<file path="src/rtl/jt51_mixacc.sv">
// Channel mixer/accumulator for the time-multiplexed operator pipeline.
// Sums OPS operator slots per channel, pans each channel and emits one saturated stereo frame.
module jt51_mixacc #(
    parameter int CH   = 8,
    parameter int OPS  = 4,
    parameter int OPW  = 14,
    parameter int ACCW = 16,
    parameter int OUTW = 16,
    localparam int SLOTS = CH * OPS,
    localparam int SW    = $clog2(SLOTS)
) (
    input  logic                   clk,
    input  logic                   rst,
    input  logic                   cen,
    input  logic                   frame_start,
    input  logic signed [OPW-1:0]  op_in,
    input  logic                   sum_en,
    input  logic [1:0]             pan,
    output logic [SW-1:0]          slot,
    output logic signed [OUTW-1:0] left,
    output logic signed [OUTW-1:0] right,
    output logic                   sample,
    output logic                   sync_err
);
    localparam int CW = $clog2(CH);
    localparam int FW = ACCW + CW;

    localparam logic signed [ACCW:0] AMAX = {2'b00, {(ACCW-1){1'b1}}};
    localparam logic signed [ACCW:0] AMIN = {2'b11, {(ACCW-1){1'b0}}};
    localparam logic signed [FW-1:0] OMAX = {{(FW-OUTW+1){1'b0}}, {(OUTW-1){1'b1}}};
    localparam logic signed [FW-1:0] OMIN = {{(FW-OUTW+1){1'b1}}, {(OUTW-1){1'b0}}};

    function automatic logic signed [ACCW-1:0] sat_acc(input logic signed [ACCW:0] x);
        if (x > AMAX) return AMAX[ACCW-1:0];
        if (x < AMIN) return AMIN[ACCW-1:0];
        return x[ACCW-1:0];
    endfunction

    function automatic logic signed [OUTW-1:0] sat_out(input logic signed [FW-1:0] x);
        if (x > OMAX) return OMAX[OUTW-1:0];
        if (x < OMIN) return OMIN[OUTW-1:0];
        return x[OUTW-1:0];
    endfunction

    logic [SW-1:0]          slot_q, slot_d;
    logic signed [ACCW-1:0] acc_q [CH];
    logic signed [ACCW-1:0] acc_d [CH];
    logic signed [FW-1:0]   fl_q, fl_d, fr_q, fr_d;
    logic signed [OUTW-1:0] left_q, left_d, right_q, right_d;
    logic                   sample_q, sample_d;
    logic                   sync_q, sync_d;

    logic [SW-1:0]          eff;
    logic [CW-1:0]          ch;
    logic [SW-1:0]          opn;
    logic signed [ACCW:0]   t;
    logic signed [ACCW:0]   s;
    logic signed [ACCW-1:0] v;
    logic signed [FW-1:0]   vx, base_l, base_r;

    always_comb begin
        eff  = frame_start ? '0 : slot_q;
        ch   = eff[CW-1:0];
        opn  = eff >> CW;
        t    = sum_en ? (ACCW+1)'(op_in) : '0;
        s    = (ACCW+1)'(acc_q[ch]) + t;
        v    = (opn == '0) ? t[ACCW-1:0] : sat_acc(s);
        vx   = {{CW{v[ACCW-1]}}, v};
        // First channel of the frame restarts the stereo sums, so aborted frames leave nothing behind.
        base_l = (ch == '0) ? '0 : fl_q;
        base_r = (ch == '0) ? '0 : fr_q;

        slot_d   = slot_q;
        acc_d    = acc_q;
        fl_d     = fl_q;
        fr_d     = fr_q;
        left_d   = left_q;
        right_d  = right_q;
        sample_d = 1'b0;
        sync_d   = sync_q;

        if (cen) begin
            slot_d = (eff == SW'(SLOTS-1)) ? '0 : eff + SW'(1);
            if (frame_start && slot_q != '0) sync_d = 1'b1;
            acc_d[ch] = v;
            if (opn == SW'(OPS-1)) begin
                fl_d = base_l + (pan[0] ? vx : '0);
                fr_d = base_r + (pan[1] ? vx : '0);
            end
            if (eff == SW'(SLOTS-1)) begin
                left_d   = sat_out(fl_d);
                right_d  = sat_out(fr_d);
                sample_d = 1'b1;
            end
        end
    end

    always_ff @(posedge clk or posedge rst) begin
        if (rst) begin
            slot_q   <= '0;
            fl_q     <= '0;
            fr_q     <= '0;
            left_q   <= '0;
            right_q  <= '0;
            sample_q <= 1'b0;
            sync_q   <= 1'b0;
            for (int unsigned i = 0; i < CH; i++) acc_q[i] <= '0;
        end else begin
            slot_q   <= slot_d;
            acc_q    <= acc_d;
            fl_q     <= fl_d;
            fr_q     <= fr_d;
            left_q   <= left_d;
            right_q  <= right_d;
            sample_q <= sample_d;
            sync_q   <= sync_d;
        end
    end

    assign slot     = eff;
    assign left     = left_q;
    assign right    = right_q;
    assign sample   = sample_q;
    assign sync_err = sync_q;

endmodule

</file>
<file path="config.mk">
export PLATFORM = sky130hd
export DESIGN_NAME = jt51_mixacc
export DESIGN_NICKNAME = d
export VERILOG_FILES = /design/src/rtl/jt51_mixacc.sv
export SDC_FILE = /design/constraint.sdc
export NUM_CORES = 1
export LEC_CHECK = 0
export ABC_AREA = 1
export BUFFER_PORTS_ARGS = -buffer_cell sky130_fd_sc_hd__buf_2
export CORE_UTILIZATION = 35
export CTS_BUF_LIST = sky130_fd_sc_hd__clkbuf_2 sky130_fd_sc_hd__clkbuf_4 sky130_fd_sc_hd__clkbuf_8
export DETAILED_ROUTE_END_ITERATION = 16
export PLACE_DENSITY_LB_ADDON = 0.3
export SLEW_MARGIN = 20
export SYNTH_ARGS = -nofsm -noshare
export SYNTH_HDL_FRONTEND = slang
export SYNTH_SLANG_ARGS = --single-unit
</file>
<file path="constraint.sdc">
create_clock -name clk -period 16.1 [get_ports clk]
set_input_delay 4.83 -clock clk [delete_from_list [all_inputs] [get_ports clk]]
set_output_delay 4.83 -clock clk [all_outputs]
set_load 0.01 [all_outputs]
</file>
==> summary.md <==
| Metric | Value |
|---|---|
| RR Startpoint | slot_q[0] |
| Synth top area cells | dfrtp_1 40%, nand2_1 17%, ha_1 5.4% |
| Slew HR | around a third |
| Post-CTS sizing | 0 |
| Final min period | between 10 and 15 ns |
| Reg clk slew, reported paths | 0.06 ns |
| Final ANT Viol Nets | 0 |
| Max stage delay on crit path | approximately 0.7 ns |
| Boundary Pins | 60 |
| Power per cell area | approximately 120 nW/um2 |
| CTS tree | done |
| Lkg Pwr | roughly 0.007 uW |
| Fmax | approximately 86 MHz |
| Layout Skew | about 0.016 ns |
| GPL Wtd Cong | ~0.9 |
| CP dominant cell by count | nand2_1 |
| # hold bufs at CTS | 0 |
| CP required | 16.52 ns |
| Synthesized area | around 13000 um2 |
| CTS max path bufs | 3 |
| Total CTS buffers | 38 |
| Wire per inst | between 15 and 20 um |
| Post-DP HPWL | about 25000 um |
| Syn_nets | approximately 1800 |
| Synth area leader | dfrtp_1 |
| CP startpoint kind | input pin |
| Area after DPL | approximately 13000 um2 |
| Vias in the first global route | 11300 |
| Syn Area/Cell | between 7 and 8 um2 |
| Via count | 11400 |
| Die Area | 37400 um2 |
| HP Class | reg2reg |
| DR iter-0 viols | 812 |
| Detailed Routing Iterations Pass 1 | 13 |
| Final Cell Area | about 14000 um2 |
| Slowest CP cell | a21oi_2 |
| Final Hold Viols | 0 |
| Grt ovf | 0 |
| Status | finished, violations left |
| Post-layout net count | between 1500 and 2000 |
| Final worst-path cycle share | between 70% and 80% |
| Pwr Total | 1660 uW |
| Max Transition Viols Final | 0 |
| Yosys synthesis warning count | 0 |
| Seq/Total Area, Yosys | between 30% and 40% |
| Largest net degree at the start of global routing | roughly 130 |
| End of the worst register-to-register path | left[4] |
| Diode count | 0 |
| FF+latch count, synth | between 200 and 250 |
| Layout cells sized above 1 | a little over an eighth |
| Worst setup path class | in2reg |
| Critical Path AT | about 12 ns |
| Area fraction of the dominant cell type after synthesis | between 30% and 40% |
| WL final | 36700 um |
| Final TNS setup | 0 ns |
| Crit-path max FO | 69 |
| Post-CTS setup buffer count | 0 |
| Post-layout util | approximately 40% |
| Synth Instances | between 1500 and 2000 |
| Unrepaired setup endpoints after global routing | no |
| Worst skew pair latency | ~0.55 ns |
| First-pass GRT wire length | 59900 um |
| CTS Root Cell | clkbuf_8 |
| CORE AREA | around 36000 um2 |
| Crit end category | flop |
| Remaining DRCs | 3 |
| GRT Util Overall | 19.8% |
| IO Port Bufs | between 50 and 60 |
| Least-Margin Pin Slew | approximately 1.0 ns |
| Worst VDD drop | ~0.055 mV |
| Die Y | a little under 200 um |
| Initial Utilization | 35.8% |
| Worst-case reg-to-reg path depth | 37 |
| Row cnt | 69 |
| Synth cell types | between 40 and 50 |
| Violated checks | DRC |
| CP Launch Point | frame_start |
| Max_cap viols | 0 |
| Via-per-instance ratio | ~5 |
| Final Setup Violations | 0 |
| Htree depth | 2 |
| Flop-to-flop setup slack | 8.44 ns |
| Die width | roughly 190 um |
| Area growth syn-to-layout | 11.1% |
| Setup crit end | left[4] |
| Clock sink count | about 210 |
| Initial antenna violation count | 1 |
## per-stage QoR
stage                     hold WS (ns)  cells  worst slack [ns]
after floorplan                  0.453   1714              5.60
after global placement           0.461   2170              4.06
after detailed placement         0.460   2170              4.04
after CTS                        0.483   2234              4.59
after global routing             0.500   2234              3.95
final                            0.474   2234              4.48
## registers in the layout (all words and copies together) (netlist names)
register,cells
left,16
acc_q,128
fr_q,19
slot_q,5
right,16
fl_q,19
sync_err,1
sample,1
## power by group
group          switching [uW]  leakage (uW)  internal, uW
Combinational             305       0.00398           166
Sequential               52.4       0.00273           617
Clock                     228      0.000402           293
## cell usage after synthesis, drive strengths merged
master / n
dfrtp: 205
a21boi: 2
xnor2: 19
and2: 2
clkbuf: 58
a21oi: 107
fa: 3
nor3: 4
or2: 1
ha: 55
o21ai: 236
mux2i: 14
o31ai: 3
xor2: 19
nand4: 9
a21o: 4
a31oi: 4
nand2: 589
nand3: 39
o211ai: 2
a32o: 16
buf: 19
nor2: 132
o21bai: 9
a221oi: 17
inv: 144
o22ai: 2
## cell usage in the layout (no fill, tap or decap), drive strengths merged, types with 3 or more instances in the layout
| cell | synthesis | final |
|---|---|---|
| a21oi | 107 | 107 |
| a32o | 16 | 16 |
| a21o | 4 | 4 |
| nor2 | 132 | 132 |
| o21ai | 236 | 236 |
| nand2 | 589 | 589 |
| a221oi | 17 | 17 |
| a31oi | 4 | 4 |
| clkinv | 0 | 5 |
| fa | 3 | 3 |
| dfrtp | 205 | 205 |
| buf | 19 | 72 |
| o31ai | 3 | 3 |
| clkinvlp | 0 | 3 |
| nand3 | 39 | 39 |
| xnor2 | 19 | 19 |
| ha | 55 | 55 |
| xor2 | 19 | 19 |
| nand4 | 9 | 9 |
| clkbuf | 58 | 56 |
| mux2i | 14 | 14 |
| o21bai | 9 | 9 |
| inv | 144 | 143 |
| nor3 | 4 | 4 |
## cells by family (layout without fill, tap and decap cells)
logic type | count (synthesis) | count (layout) | share of synthesized area (%)
AND/OR/NAND/NOR | 776 | 776 | 24.7
AO/OA/AOI/OAI | 402 | 402 | 19.0
buffers and inverters | 221 | 280 | 6.86
flip-flops | 205 | 205 | 40.0
adder cells (fa/ha/maj) | 58 | 58 | 5.83
XOR/XNOR | 38 | 38 | 2.59
multiplexers | 14 | 14 | 1.09
## critical path, delay by kind of cell
family | cells | cell delay (ns)
AOI/OAI and AO/OA | 6 | 2.05
adders and majority gates | 2 | 0.75
buffers and inverters | 6 | 1.35
xor gates and xnor gates | 2 | 0.34
and+or+nand+nor | 21 | 2.64
## cell type report
type | count | area [um2]
multi-input cells | 1288 | 6830
inverters | 144 | 548
flip-flops and latches | 205 | 5130
repair buffers | 72 | 397
well taps | 461 | 577
fillers | 3723 | 21600
clock buffers | 56 | 696
clock inverters | 8 | 76.3
## layer usage
layer	GRT usage [%]	routed length, um	vias up
met5	0	16	-
met4	5.78	774	2
met3	3.14	2110	56
met2	31.3	16100	316
met1	27.8	17700	5356
li1	-	-	5689
## worst min-delay path by stage
stage / startpoint / endpoint / slack [ns] / cells past startpoint
4_1_cts: acc_q[68] / acc_q[68] / 0.48 / 2
3_3_place_gp: left[12] / left[12] / 0.46 / 2
2_1_floorplan: fl_q[17] / fl_q[17] / 0.45 / 2
3_5_place_dp: left[11] / left[11] / 0.46 / 2
6_report: right[6] / right[6] / 0.47 / 2
5_1_grt: left[13] / left[13] / 0.50 / 2
Power figures use the tool's default switching activity.
